===== src/rtl/sc_preamble_inserter.sv =====
// Prepends NUM_REPS copies of a programmable SEQ_LEN-sample training sequence to each AXI-stream packet.
// Define GUARD_EN to emit GUARD_LEN zero samples between the preamble and the payload.
module sc_preamble_inserter #(
    parameter int WIDTH     = 32,
    parameter int SEQ_LEN   = 16,
    parameter int NUM_REPS  = 10,
    parameter int GUARD_LEN = 16,
    parameter int SR_BASE   = 0
) (
    input  logic             clk,
    input  logic             reset,
    input  logic             clear,
    input  logic             set_stb,
    input  logic [7:0]       set_addr,
    input  logic [31:0]      set_data,
    input  logic [WIDTH-1:0] i_tdata,
    input  logic             i_tlast,
    input  logic             i_tvalid,
    output logic             i_tready,
    output logic [WIDTH-1:0] o_tdata,
    output logic             o_tlast,
    output logic             o_tvalid,
    input  logic             o_tready,
    output logic [1:0]       dbg_state_o
);

    localparam int IDX_W = $clog2(SEQ_LEN);
    localparam logic [7:0] ADDR_IDX  = 8'(SR_BASE);
    localparam logic [7:0] ADDR_DATA = 8'(SR_BASE + 1);
    localparam logic [7:0] ADDR_EN   = 8'(SR_BASE + 2);

    typedef enum logic [1:0] {
        S_IDLE     = 2'd0,
        S_PREAMBLE = 2'd1,
        S_PAYLOAD  = 2'd2
`ifdef GUARD_EN
        , S_GUARD  = 2'd3
`endif
    } state_t;

    state_t               state_q, state_d;
    logic [IDX_W-1:0]     seq_idx_q, seq_idx_d;
    logic [7:0]           rep_cnt_q, rep_cnt_d;
`ifdef GUARD_EN
    logic [7:0]           guard_cnt_q, guard_cnt_d;
`endif
    logic [IDX_W-1:0]     tbl_idx_q;
    logic                 enable_q;
    logic [WIDTH-1:0]     tbl_q [SEQ_LEN];

    assign dbg_state_o = state_q;

    // Table writes are only taken in IDLE so o_tdata never shifts under a stalled preamble beat.
    always_ff @(posedge clk) begin
        if (reset) begin
            tbl_idx_q <= '0;
            enable_q  <= 1'b0;
            for (int i = 0; i < SEQ_LEN; i++) tbl_q[i] <= '0;
        end else begin
            if (set_stb && set_addr == ADDR_EN) enable_q <= set_data[0];
            if (set_stb && state_q == S_IDLE) begin
                if (set_addr == ADDR_IDX) tbl_idx_q <= set_data[IDX_W-1:0];
                if (set_addr == ADDR_DATA) begin
                    tbl_q[tbl_idx_q] <= WIDTH'(set_data);
                    tbl_idx_q        <= tbl_idx_q + 1'b1;
                end
            end
        end
    end

    always_ff @(posedge clk) begin
        if (reset || clear) begin
            state_q     <= S_IDLE;
            seq_idx_q   <= '0;
            rep_cnt_q   <= '0;
`ifdef GUARD_EN
            guard_cnt_q <= '0;
`endif
        end else begin
            state_q     <= state_d;
            seq_idx_q   <= seq_idx_d;
            rep_cnt_q   <= rep_cnt_d;
`ifdef GUARD_EN
            guard_cnt_q <= guard_cnt_d;
`endif
        end
    end

    // Handshake: a beat moves on a rising edge where valid and ready are both high;
    // the generated beats hold o_tvalid/o_tdata until taken, payload is a wire path.
    always_comb begin
        state_d     = state_q;
        seq_idx_d   = seq_idx_q;
        rep_cnt_d   = rep_cnt_q;
`ifdef GUARD_EN
        guard_cnt_d = guard_cnt_q;
`endif
        o_tdata     = '0;
        o_tlast     = 1'b0;
        o_tvalid    = 1'b0;
        i_tready    = 1'b0;
        case (state_q)
            S_IDLE: begin
                if (i_tvalid) state_d = enable_q ? S_PREAMBLE : S_PAYLOAD;
            end
            S_PREAMBLE: begin
                o_tdata  = tbl_q[seq_idx_q];
                o_tvalid = 1'b1;
                if (o_tready) begin
                    seq_idx_d = seq_idx_q + 1'b1;
                    if (seq_idx_q == IDX_W'(SEQ_LEN - 1)) begin
                        if (rep_cnt_q == 8'(NUM_REPS - 1)) begin
                            rep_cnt_d = '0;
`ifdef GUARD_EN
                            state_d   = S_GUARD;
`else
                            state_d   = S_PAYLOAD;
`endif
                        end else begin
                            rep_cnt_d = rep_cnt_q + 8'd1;
                        end
                    end
                end
            end
`ifdef GUARD_EN
            S_GUARD: begin
                o_tvalid = 1'b1;
                if (o_tready) begin
                    if (guard_cnt_q == 8'(GUARD_LEN - 1)) begin
                        guard_cnt_d = '0;
                        state_d     = S_PAYLOAD;
                    end else begin
                        guard_cnt_d = guard_cnt_q + 8'd1;
                    end
                end
            end
`endif
            S_PAYLOAD: begin
                o_tdata  = i_tdata;
                o_tlast  = i_tlast;
                o_tvalid = i_tvalid;
                i_tready = o_tready;
                if (i_tvalid && o_tready && i_tlast) state_d = S_IDLE;
            end
            default: state_d = S_IDLE;
        endcase
    end

endmodule


===== config.mk =====
export PLATFORM = sky130hd
export DESIGN_NAME = sc_preamble_inserter
export DESIGN_NICKNAME = d
export VERILOG_FILES = /design/src/rtl/sc_preamble_inserter.sv
export SDC_FILE = /design/constraint.sdc
export NUM_CORES = 1
export LEC_CHECK = 0
export BUFFER_PORTS_ARGS = -buffer_cell sky130_fd_sc_hd__clkbuf_2
export CAP_MARGIN = 15
export CORE_ASPECT_RATIO = 1.2
export CORE_MARGIN = 2
export CORE_UTILIZATION = 50
export CTS_CLUSTER_SIZE = 12
export DETAILED_ROUTE_END_ITERATION = 16
export PLACE_DENSITY_LB_ADDON = 0.3
export RECOVER_POWER = 50
export SYNTH_ARGS = -nofsm -noshare
export SYNTH_HDL_FRONTEND = slang
export SYNTH_SLANG_ARGS = --single-unit

===== constraint.sdc =====
create_clock -name clk -period 3.9 [get_ports clk]
set_clock_uncertainty 0.2 [all_clocks]
set_input_delay 0.39 -clock clk [delete_from_list [all_inputs] [get_ports clk]]
set_output_delay 0.39 -clock clk [all_outputs]
set_load 0.01 [all_outputs]

== Yosys cells after proc, flatten, opt, wreduce, memory -nomap -nowiden ==
Memories as Yosys holds them, arrays and structs flattened. A register that Yosys moved wholly into a read port is not among the register bits.
Cells that the tools add are included.

* Shift-type cells: 0
* Reductions and logical operators: 13
* $lt $le $gt $ge: 0
* Div/mod/pow operators: 0
* Bitwise operators: 0
* Multipliers: 0
* Add/subtract/negate cells: 3
* Muxes and demuxes: 25
* Equality and inequality tests: 11

{| class="wikitable"
|+ Operators with widths
! cell !! number
|-
| $pmux W32 S2 || 1
|-
| $mux W32 || 1
|-
| $reduce_or A32 Y1 || 1
|-
| $mux W4 || 5
|-
| $mux W2 || 6
|-
| $ne A2 B2 Y1 const B || 5
|-
| $mux W1 || 9
|-
| $add A4 B1 Y4 const B || 2
|-
| $add A8 B1 Y8 const B || 1
|-
| $eq A8 B1 Y1 const B || 1
|-
| $eq A8 B2 Y1 const B || 1
|-
| $eq A8 B4 Y1 const B || 1
|-
| $logic_not A8 Y1 || 1
|-
| $mux W8 || 1
|-
| $pmux W2 S3 || 1
|-
| $reduce_and A5 Y1 || 1
|-
| $eq A4 B4 Y1 const B || 1
|-
| $logic_and A1 B1 Y1 || 4
|-
| $reduce_and A2 Y1 || 2
|-
| $reduce_and A3 Y1 || 1
|-
| $eq A2 B1 Y1 const B || 1
|-
| $eq A2 B2 Y1 const B || 1
|-
| $logic_not A2 Y1 || 1
|-
| $pmux W1 S2 || 1
|-
| other kinds (2) || 2
|}

* Output and inout port bits: 37
* Memories: 1
* Word-level logic and storage cells: 58
* Bits of input ports: 79
* Register bits: 19
* Bits in read-only memories: 0
* Bits in latches: 0
* Memory bits (writable): 512

{| class="wikitable"
|+ Memory list
! name !! depth !! bits a word !! rd ports !! clocked after memory_dff !! write ports !! line !! text
|-
| tbl_q || 16 || 32 || 1 || 1 || 16 || 49 || <nowiki>logic [WIDTH-1:0] tbl_q [SEQ_LEN];</nowiki>
|}

== Longest topological paths before layout ==
Gate-level depths: netlist (run 1).

* Word-level depth: 7
* Gate-level depth with buffers: 9
* Gate-level depth less buffers: 6

== Worst setup path after synthesis (run 1) ==
Ideal clock, no wire load.

* Path kind: input-to-reg
* Start: input port set_addr[5]
* End: memory tbl_q[10][0], enable pin
* Library setup time: 0.391 ns
* Buffers on the path: 3
* Setup slack: 0.371 ns
* Stages on the path: 7
* Required time: 3.309 ns
* Arrival time: 2.938 ns
* Path through: or4_4 > buf_6 > or4_4 > buf_6 > buf_12 > nor3_4 > or2_1

{| class="wikitable"
|+ RTL lines
! what !! line !! text
|-
| start, declared || 14 || <nowiki>input logic [7:0] set_addr,</nowiki>
|-
| end, declared || 49 ||
|}

==> flow_summary_export.csv, run 1 <==
group,metric,value,unit
worst_hold_path,whs_path_depth,5,
floorplanning,fp.dieH,249,µm
drt,wl_met2,31100,µm
power,clkPwrFrac,0.408,
place,io_buffers,115,
cts,cts_buffers,54,
cts,clock_latency,0.60,ns
worst_setup_path,crit_arrival,3.09,ns
drt,drc,0,
drt,highest_layer,"met4",
drt,vias,14483,
worst_setup_path,crit_chain,"buf_4 > and2_1 > buf_4 > a22oi_1 > a32oi_1 > o21ai_0 > clkbuf_2",
drt,met3_length,3970,µm
cts,htree_levels,2,
global_route,gr-total-overflow,0,
floorplanning,row_count,89,
worst_setup_path,slowest_delay,0.56,ns
run,cap_violations,0,
global_route,grt_pass1_vias,14976,
logic_synthesis,syn_area,24900,µm²
cts,post_cts_buffers,0,
worst_setup_path,r2r_end,"tbl_q[4][5]",
timing,tightest_slew,1.37,ns
timing,setup_viol,0,
worst_hold_path,hold_path_end,"enable_q",
finish,final_layout_size_suffix_gt1_frac,0.172,
timing,slew_viol_final,0,
cts,cts.clk_slew.worst_paths,0.06,ns
global_route,grt_pass1_wl,94700,µm
worst_setup_path,cpMostUsedCell,"buf_4",
floorplanning,ios,116,
logic_synthesis,ys_seq_area_frac,0.635,
drt,avgRoutedWirePerCell,25.3,µm
logic_synthesis,synth_area_leader_cell,"edfxtp_1",
place,gp_congestion,0.798,
worst_setup_path,cp_max_fo,25,
finish,instances_no_fill,2476,
power,power.density,424,nW/µm²
logic_synthesis,netlist_top_cells_area,"edfxtp_1 (62%), and2_1 (13%), mux2i_1 (6.5%)",
logic_synthesis,synth_flop_cell,"edfxtp_1",
global_route,antenna_found_initial,1,
drt,drtIter0Drc,1205,
timing,timing.hold.ws,0.00862,ns
power,switching_share,0.211,
logic_synthesis,synth_nets,1798,
logic_synthesis,synthArstFlopShare,0,
floorplanning,core-area,49200,µm²
timing,rsz0062_at_grt,"false",
power,p_int,0.00924,W
worst_hold_path,hold_path_startpoint,"set_addr[0]",
drt,ant_nets,0,
logic_synthesis,avgSynthCellArea,14.6,µm²
logic_synthesis,synth_top_area_share,0.616,
finish,area.growth.synth_to_final,10.7,%
finish,layout.nets,1889,
outcome,status,"complete, no violations",
power,p_leak,9.54,nW
drt,drt-pass1-iter-count,7,
timing,fmax,0.272,GHz
drt,wl_met1,25800,µm
worst_setup_path,start_kind,"flip-flop",
cts,clock_path_buffers,3,
cts,cts_tree,"yes",
logic_synthesis,synth_warnings,0,
power,p_comb_frac,0.036,
worst_setup_path,endpoint_kind,"output port",
worst_setup_path,path_class,"reg -> out",
worst_setup_path,r2r_setup_slack,0.38,ns
worst_hold_path,min_path_type,"in -> reg",
logic_synthesis,synth_edf_count,512,
power,power_switching,0.00247,W
timing,relSlewSlack,0.0890,
finish,utilization,0.561,
power,fin_total_pwr,0.0117,W
floorplanning,die-area,51700,µm²
timing,finalHoldViolCount,0,
logic_synthesis,synth_common_cells,"and2_1 (517), edfxtp_1 (512), mux2i_1 (162), clkbuf_1 (88)",
timing,finalCriticalPeriod,3.68,ns
logic_synthesis,synthCells,1709,
cts,ctsRootBufferMaster,"clkbuf_16",
timing,timing.final.crit_share,0.944,
power,p_seq_frac,0.556,
place,dp_hpwl,38500,µm
global_route,grt_usage,0.245,
logic_synthesis,synth-seq-cells,535,
floorplanning,die_w,208,µm
floorplanning,start_util,0.507,
drt,routed_wl,62500,µm
cts,clkSinkCount,535,
timing,setup-tns-final,0,ns
power,ir_drop,363,µV
worst_setup_path,crit_slowest_cell,"dfxtp_4",
worst_setup_path,crit_required,3.31,ns
logic_synthesis,synthDistinctLibCells,46,
logic_synthesis,synth.most_common_cell,"and2_1",
worst_setup_path,reg2reg_from,"dbg_state_o[0]",
place,place_inst,2377,
global_route,grt_max_degree,45,
worst_setup_path,rr_worst_depth,8,
drt,vias_per_cell,5.85,
## area by class of cell
cell class	count	area [µm²]
diodes	1	2.50
clock buffers	78	1460
clock inverters	16	111
fillers	3954	21600
inverters	10	37.5
multi-input cells	1016	8180
flip-flops and latches	535	15800
well taps	637	797
repair buffers	183	1160
## how the worst max path moves through the flow
stage                    to  cells past startpoint
3_5_place_dp   tbl_q[3][23]                      6
5_1_grt         o_tdata[11]                      7
3_3_place_gp   tbl_q[3][28]                      6
6_report        o_tdata[12]                      7
4_1_cts         o_tdata[12]                      7
2_1_floorplan  tbl_q[10][0]                      7
## registers in the layout, indices dropped and copies added (netlist names), named ones only
| name | flops |
|---|---|
| dbg_state_o | 2 |
| tbl_q | 512 |
| tbl_idx_q | 4 |
| enable_q | 1 |
| rep_cnt_q | 8 |
| seq_idx_q | 4 |
## cells by family after synthesis
logic type | after synthesis | share of synthesized area
fa+ha+maj | 10 | 0.00502
simple gates | 620 | 0.160
mux | 226 | 0.123
flops | 535 | 0.635
buf+inv | 158 | 0.0312
xor+xnor | 9 | 0.00316
compound gates | 151 | 0.0426
## timing repair
| item | in CTS | in global routing |
|---|---|---|
| hold endpoints to repair | 10 | 0 |
| resized for setup | 0 | 0 |
| hold buffers | 4 | 0 |
## worst max-delay path, delay by kind of cell (launching register included)
family | cells | cell delay (ns)
buf+inv | 3 | 0.96
compound gates | 3 | 0.71
flops | 1 | 0.56
simple gates | 1 | 0.23
## cell usage in the layout (no fill, tap or decap), types with 5 or more instances in the layout
| cell | count |
|---|---|
| edfxtp_1 | 512 |
| and2_1 | 381 |
| mux2i_1 | 162 |
| and2_0 | 135 |
| clkbuf_2 | 124 |
| mux4_2 | 64 |
| a22oi_1 | 64 |
| clkbuf_16 | 55 |
| o21ai_0 | 39 |
| clkbuf_1 | 39 |
| a32oi_1 | 32 |
| buf_4 | 27 |
| dfxtp_1 | 20 |
| nor3_1 | 16 |
| or2_2 | 15 |
| nor2_1 | 13 |
| buf_12 | 12 |
| inv_1 | 10 |
| nand3_1 | 10 |
| ha_1 | 10 |
| clkinv_1 | 10 |
| nand2_1 | 9 |
| nor4_1 | 8 |
| a21oi_1 | 7 |
| xor2_1 | 6 |
| nand4_1 | 5 |
## metal layers
metal  vias up  global-route usage
li1       6468                   -
met1      7381               0.330
met2       525               0.414
met3       109              0.0340
met4         0              0.0734
met5         -                   0
## power by group through the flow
stage          sequential (W)  combinational [W]  clock, W
3_3_place_gp          0.00662           0.000420         0
3_5_place_dp          0.00663           0.000432         0
4_1_cts               0.00651           0.000436   0.00483
6_report              0.00651           0.000425   0.00477
2_1_floorplan         0.00661           0.000205         0
5_1_grt               0.00652           0.000458   0.00506
## metrics by stage
step | area, µm² | setup slack, ns
floorplan | 24900 | 0.371
global placement | 26200 | 0.615
detailed placement | 26200 | 0.574
CTS | 27900 | 0.232
global route | 27600 | 0.135
finish | 27600 | 0.217
(Power assumes the default switching activity.)
==> run 2: changes to the inputs <==
--- a/config.mk
+++ b/config.mk
@@ -9,7 +9,7 @@
 export CAP_MARGIN = 15
 export CORE_ASPECT_RATIO = 1.2
 export CORE_MARGIN = 2
-export CORE_UTILIZATION = 50
+export CORE_UTILIZATION = 62
 export CTS_CLUSTER_SIZE = 12
 export DETAILED_ROUTE_END_ITERATION = 16
 export PLACE_DENSITY_LB_ADDON = 0.3
==> run 2 against run 1 <==
  * Total power down 2.8%
  * Wire length down 4.3%
  * Sequential share of layout area up 0.55 points
  * Setup slack better by 0.10 ns
  * Critical path depth unchanged
  * Highest routed layer is now met5
==> flow_summary_export.csv, run 2 (synthesized netlist as in run 1, its figures left out) <==
group,metric,value,unit
outcome,status,"complete, no violations",
finish,final_layout_size_suffix_gt1_frac,0.174,
worst_setup_path,crit_chain,"inv_1 > ha_1 > nand2_1 > or4_1 > nor3_1 > or2_2 > clkbuf_1",
cts,cts_resized,0,
cts,cts_buffers,52,
worst_setup_path,crit_required,3.87,ns
global_route,grt_usage,0.289,
global_route,use_met3,0.0483,
timing,finalCriticalPeriod,3.58,ns
worst_setup_path,cpLargestDelayFamily,"simple AND/OR/NAND/NOR gates",
timing,finalHoldViolCount,0,
global_route,gr-usage-met1,0.380,
timing,rsz0062_at_grt,"false",
timing,tightest_slew,1.15,ns
timing,fmax,0.279,GHz
worst_setup_path,start_kind,"flip-flop",
place,gp_congestion,0.825,
drt,routed_wl,59900,µm
floorplanning,die_w,187,µm
finish,layout.nets,1884,
power,p_seq_frac,0.572,
finish,largest_register_ffs,512,
worst_setup_path,r2r_setup_slack,0.32,ns
finish,reg_top3,"tbl_q: 512 flops, rep_cnt_q: 8 flops",
timing,relSlewSlack,0.235,
floorplanning,row_count,80,
finish,antenna_cells,0,
place,io_buffers,115,
worst_setup_path,crit_arrival,3.56,ns
worst_setup_path,slowest_delay,0.84,ns
power,p_comb_frac,0.037,
timing,setup_viol,0,
power,power_switching,0.00234,W
power,p_int,0.00904,W
place,dp_hpwl,36300,µm
cts,clock_path_buffers,3,
finish,mostFrequentLayoutCell,"edfxtp_1",
finish,layout_common_cells,"edfxtp_1 (512), and2_1 (374), mux2i_1 (162), and2_0 (141), clkbuf_2 (126)",
cts,post_cts_buffers,0,
finish,largest-register,"tbl_q",
cts,ctsRootBufferMaster,"clkbuf_16",
worst_setup_path,endpoint_kind,"flip-flop",
worst_setup_path,cp_max_fo,16,
drt,ant_nets,0,
timing,timing.hold.ws,0.0956,ns
cts,hold_buffers,5,
power,power.density,416,nW/µm²
power,fin_total_pwr,0.0114,W
floorplanning,core-area,39700,µm²
power,p_leak,9.50,nW
power,clkPwrFrac,0.391,
worst_setup_path,crit_slowest_cell,"or4_1",
global_route,grt_pass1_wl,89500,µm
global_route,grt_pass1_vias,15039,
floorplanning,start_util,0.628,
worst_hold_path,min_path_type,"in -> reg",
global_route,top_usage_layer,"met2",
cts,htree_levels,2,
floorplanning,ios,116,
drt,drt-pass1-iter-count,5,
drt,vias,14582,
finish,area.growth.synth_to_final,9.64,%
floorplanning,die-area,41900,µm²
cts,cts_tree,"yes",
cts,clock_latency,0.57,ns
worst_setup_path,path_class,"reg -> reg",
global_route,grt_max_degree,42,
power,ir_drop,345,µV
drt,vias_per_cell,6.20,
floorplanning,fp.dieH,224,µm
timing,setup-tns-final,0,ns
power,switching_share,0.205,
cts,cts.clk_slew.worst_paths,0.06,ns
timing,slew_viol_final,0,
global_route,antenna_found_initial,3,
drt,drc,0,
worst_setup_path,worst-path-buf-inv,2,
cts,clkSinkCount,535,
drt,avgRoutedWirePerCell,25.5,µm
finish,utilization,0.688,
drt,drtIter0Drc,1359,
run,cap_violations,0,
global_route,gr-total-overflow,0,
global_route,use_met2,0.489,
timing,timing.final.crit_share,0.919,
run 2: path summary, 6_finish.rpt:
| kind | start | to | cells past startpoint |
|---|---|---|---|
| max | dbg_state_o[0] | tbl_q[8][17] | 7 |
| min | reset | tbl_idx_q[3] | 2 |
| max reg2reg | dbg_state_o[0] | tbl_q[8][17] | 7 |
| min reg2reg | enable_q | enable_q | 2 |
run 2: final cells by class:
class                           instances  area, µm²
Fill cell                            2660      12400
Multi-Input combinational cell       1016       8200
Clock buffer                           72       1400
Tap cell                              533        667
Sequential cell                       535      15800
Clock inverter                          6       26.3
Timing Repair Buffer                  180       1170
Inverter                               10       37.5
run 2: power by group through the flow:
| stage | Sequential, W | Combinational [W] | Clock [W] |
|---|---|---|---|
| 4_1_cts | 0.00651 | 0.000422 | 0.00448 |
| 5_1_grt | 0.00653 | 0.000445 | 0.00471 |
| 2_1_floorplan | 0.00661 | 0.000205 | 0 |
| 3_3_place_gp | 0.00662 | 0.000406 | 0 |
| 3_5_place_dp | 0.00663 | 0.000418 | 0 |
| 6_report | 0.00651 | 0.000417 | 0.00445 |
run 2: stage by stage:
stage                     worst slack (ns)  area [µm²]  instances
final                                0.317       27300       2352
after global routing                 0.143       27300       2352
after CTS                            0.383       27600       2352
after detailed placement             0.594       26100       2269
after global placement               0.640       26100       2269
after floorplan                      0.371       24900       1709
run 2: routing by layer:
| layer | wire length [µm] | vias up |
|---|---|---|
| met5 | 8 | - |
| met4 | 2010 | 2 |
| met3 | 4730 | 134 |
| met2 | 29800 | 663 |
| met1 | 23300 | 7332 |
| li1 | - | 6451 |
==> run 3: changes to the inputs <==
==> config.mk (replaced) <==
export PLATFORM = sky130hd
export DESIGN_NAME = sc_preamble_inserter
export DESIGN_NICKNAME = d
export VERILOG_FILES = /design/src/rtl/sc_preamble_inserter.sv
export SDC_FILE = /design/constraint.sdc
export NUM_CORES = 1
export LEC_CHECK = 0
export CAP_MARGIN = 15
export CORE_ASPECT_RATIO = 1.2
export CORE_MARGIN = 2
export CORE_UTILIZATION = 64
export CTS_CLUSTER_SIZE = 12
export DETAILED_ROUTE_END_ITERATION = 16
export DONT_BUFFER_PORTS = 1
export PLACE_DENSITY_LB_ADDON = 0.3
export RECOVER_POWER = 50
export REMOVE_ABC_BUFFERS = 1
export SYNTH_ARGS = -nofsm -noshare
export SYNTH_HDL_FRONTEND = slang
export SYNTH_SLANG_ARGS = --single-unit
==> run 3 against run 2 <==
  * Total power rose by 1.1%
  * Fmax shrank 3.3%
  * Clock power grew 3%
  * Critical endpoint is now o_tdata[15]
  * Largest power group unchanged
==> flow_summary_export.csv, run 3 (synthesized netlist as in run 1, its figures left out) <==
group,metric,value,unit
worst_hold_path,whs_path_depth,3,
drt,vias,14888,
drt,drc,0,
worst_setup_path,crit_slowest_cell,"and2_2",
worst_hold_path,min_path_type,"in -> reg",
finish,reg_top3,"tbl_q: 512 flops, rep_cnt_q: 8 flops",
worst_setup_path,path_class,"reg -> out",
worst_setup_path,slowest_delay,0.73,ns
finish,layout_common_cells,"edfxtp_1 (512), and2_1 (388), mux2i_1 (162), and2_0 (127)",
drt,drt-pass1-iter-count,5,
worst_setup_path,cpMostUsedCell,"buf_4",
worst_setup_path,worst-path-buf-inv,2,
global_route,gr-total-overflow,0,
global_route,grt_pass1_wl,94500,µm
cts,cts.clk_slew.worst_paths,0.06,ns
timing,finalCriticalPeriod,3.71,ns
worst_setup_path,cp_max_fo,19,
worst_setup_path,crit_chain,"and2_2 > buf_4 > a22oi_1 > a32oi_1 > o21ai_0 > buf_4",
place,gp_congestion,0.796,
global_route,grt_max_degree,52,
cts,clkSinkCount,535,
worst_setup_path,crit_arrival,3.12,ns
floorplanning,die-area,40600,µm²
cts,cts_buffers,52,
power,fin_total_pwr,0.0115,W
place,post-place-ws,0.622,ns
floorplanning,row_count,79,
timing,timing.hold.ws,0.0416,ns
timing,fmax,0.270,GHz
place,placed_area,25600,µm²
timing,timing.final.crit_share,0.951,
outcome,status,"complete, no violations",
worst_setup_path,endpoint_kind,"output port",
worst_setup_path,cpLargestDelayFamily,"simple AND/OR/NAND/NOR gates",
cts,post_cts_buffers,0,
cts,htree_levels,2,
finish,fin_area,27200,µm²
timing,relSlewSlack,0.256,
timing,slew_viol_final,0,
floorplanning,die_w,184,µm
drt,routed_wl,63400,µm
drt,drtIter0Drc,1924,
power,power.density,423,nW/µm²
timing,setup_viol,0,
global_route,antenna_found_initial,7,
run,cap_violations,0,
cts,clock_latency,0.57,ns
place,dp_hpwl,36500,µm
worst_setup_path,start_kind,"flip-flop",
cts,clock_path_buffers,3,
power,ir_drop,303,µV
finish,mostFrequentLayoutCell,"edfxtp_1",
finish,area.growth.synth_to_final,9.08,%
timing,finalHoldViolCount,0,
cts,cts_resized,0,
power,p_leak,9.22,nW
floorplanning,start_util,0.645,
drt,vias_per_cell,6.55,
place,io_buffers,0,
floorplanning,ios,116,
cts,cts_tree,"yes",
worst_setup_path,crit_required,3.31,ns
drt,ant_nets,0,
worst_setup_path,worstSetupPathDepth,6,
drt,avgRoutedWirePerCell,27.9,µm
timing,setup-tns-final,0,ns
floorplanning,core-area,38600,µm²
floorplanning,fp.dieH,220,µm
finish,largest_register_ffs,512,
worst_setup_path,rr_worst_depth,7,
finish,largest-register,"tbl_q",
timing,tightest_slew,1.12,ns
global_route,grt_usage,0.321,
cts,ctsRootBufferMaster,"clkbuf_16",
global_route,grt_pass1_vias,15490,
finish,final_layout_size_suffix_gt1_frac,0.119,
timing,finalWorstSetupSlack,0.193,ns
timing,rsz0062_at_grt,"false",
finish,layout.nets,1805,
-- run 3: cell types whose count changed in the layout (fill, tap and decap cells not counted), sizes merged --
| cell | previous run | this run |
|---|---|---|
| buf | 36 | 40 |
| clkbuf | 211 | 99 |
| clkinv | 6 | 3 |
| diode | 0 | 1 |
| dlygate4sd3 | 5 | 43 |
-- run 3: routing by layer --
metal	wire, µm	global-route usage
met1	23000	0.415
met2	31500	0.537
met3	6300	0.0635
met4	2550	0.138
met5	29	0
-- run 3: through the flow --
stage           util  std cells
2_1_floorplan      -       1561
3_3_place_gp   0.661       2145
3_5_place_dp   0.661       2145
4_1_cts        0.711       2272
5_1_grt        0.704       2273
6_report       0.704       2273
-- run 3: cell type report --
class	instances	area (µm²)
flip-flops and latches	535	15800
fillers	2503	11400
multi-input cells	1016	8170
clock buffers	81	1480
repair buffers	101	1000
well taps	526	658
inverters	10	37.5
clock inverters	3	11.3
diodes	1	2.50
-- run 3: repair_timing --
action	CTS	global route
hold buffers	43	0
endpoints found under the setup margin	0	0
hold endpoints to repair	526	0
-- run 3: power by group --
part | switching, W | leakage (nW) | internal [W]
clock | 0.00200 | 0.720 | 0.00258
combinational | 0.000290 | 3.06 | 0.000127
sequential | 0.0000566 | 5.44 | 0.00646
-- run 3: worst reg2reg max path, stage by stage, from the launching register on --
cell and delay (ns):
dfxtp_1 0.38, inv_1 0.12, ha_1 0.23, nand2_1 0.09, or4_1 0.83, nor3_1 0.38
or2_0 0.89, buf_12 0.26
-- run 3: final timing paths --
kind / start / endpoint / slack [ns]
hold / removal: set_stb / tbl_idx_q[3] / 0.04
setup reg to reg: dbg_state_o[1] / tbl_q[8][12] / 0.21
setup / recovery: flip-flop / o_tdata[15] / 0.19
hold reg to reg: rep_cnt_q[7] / rep_cnt_q[7] / 0.34
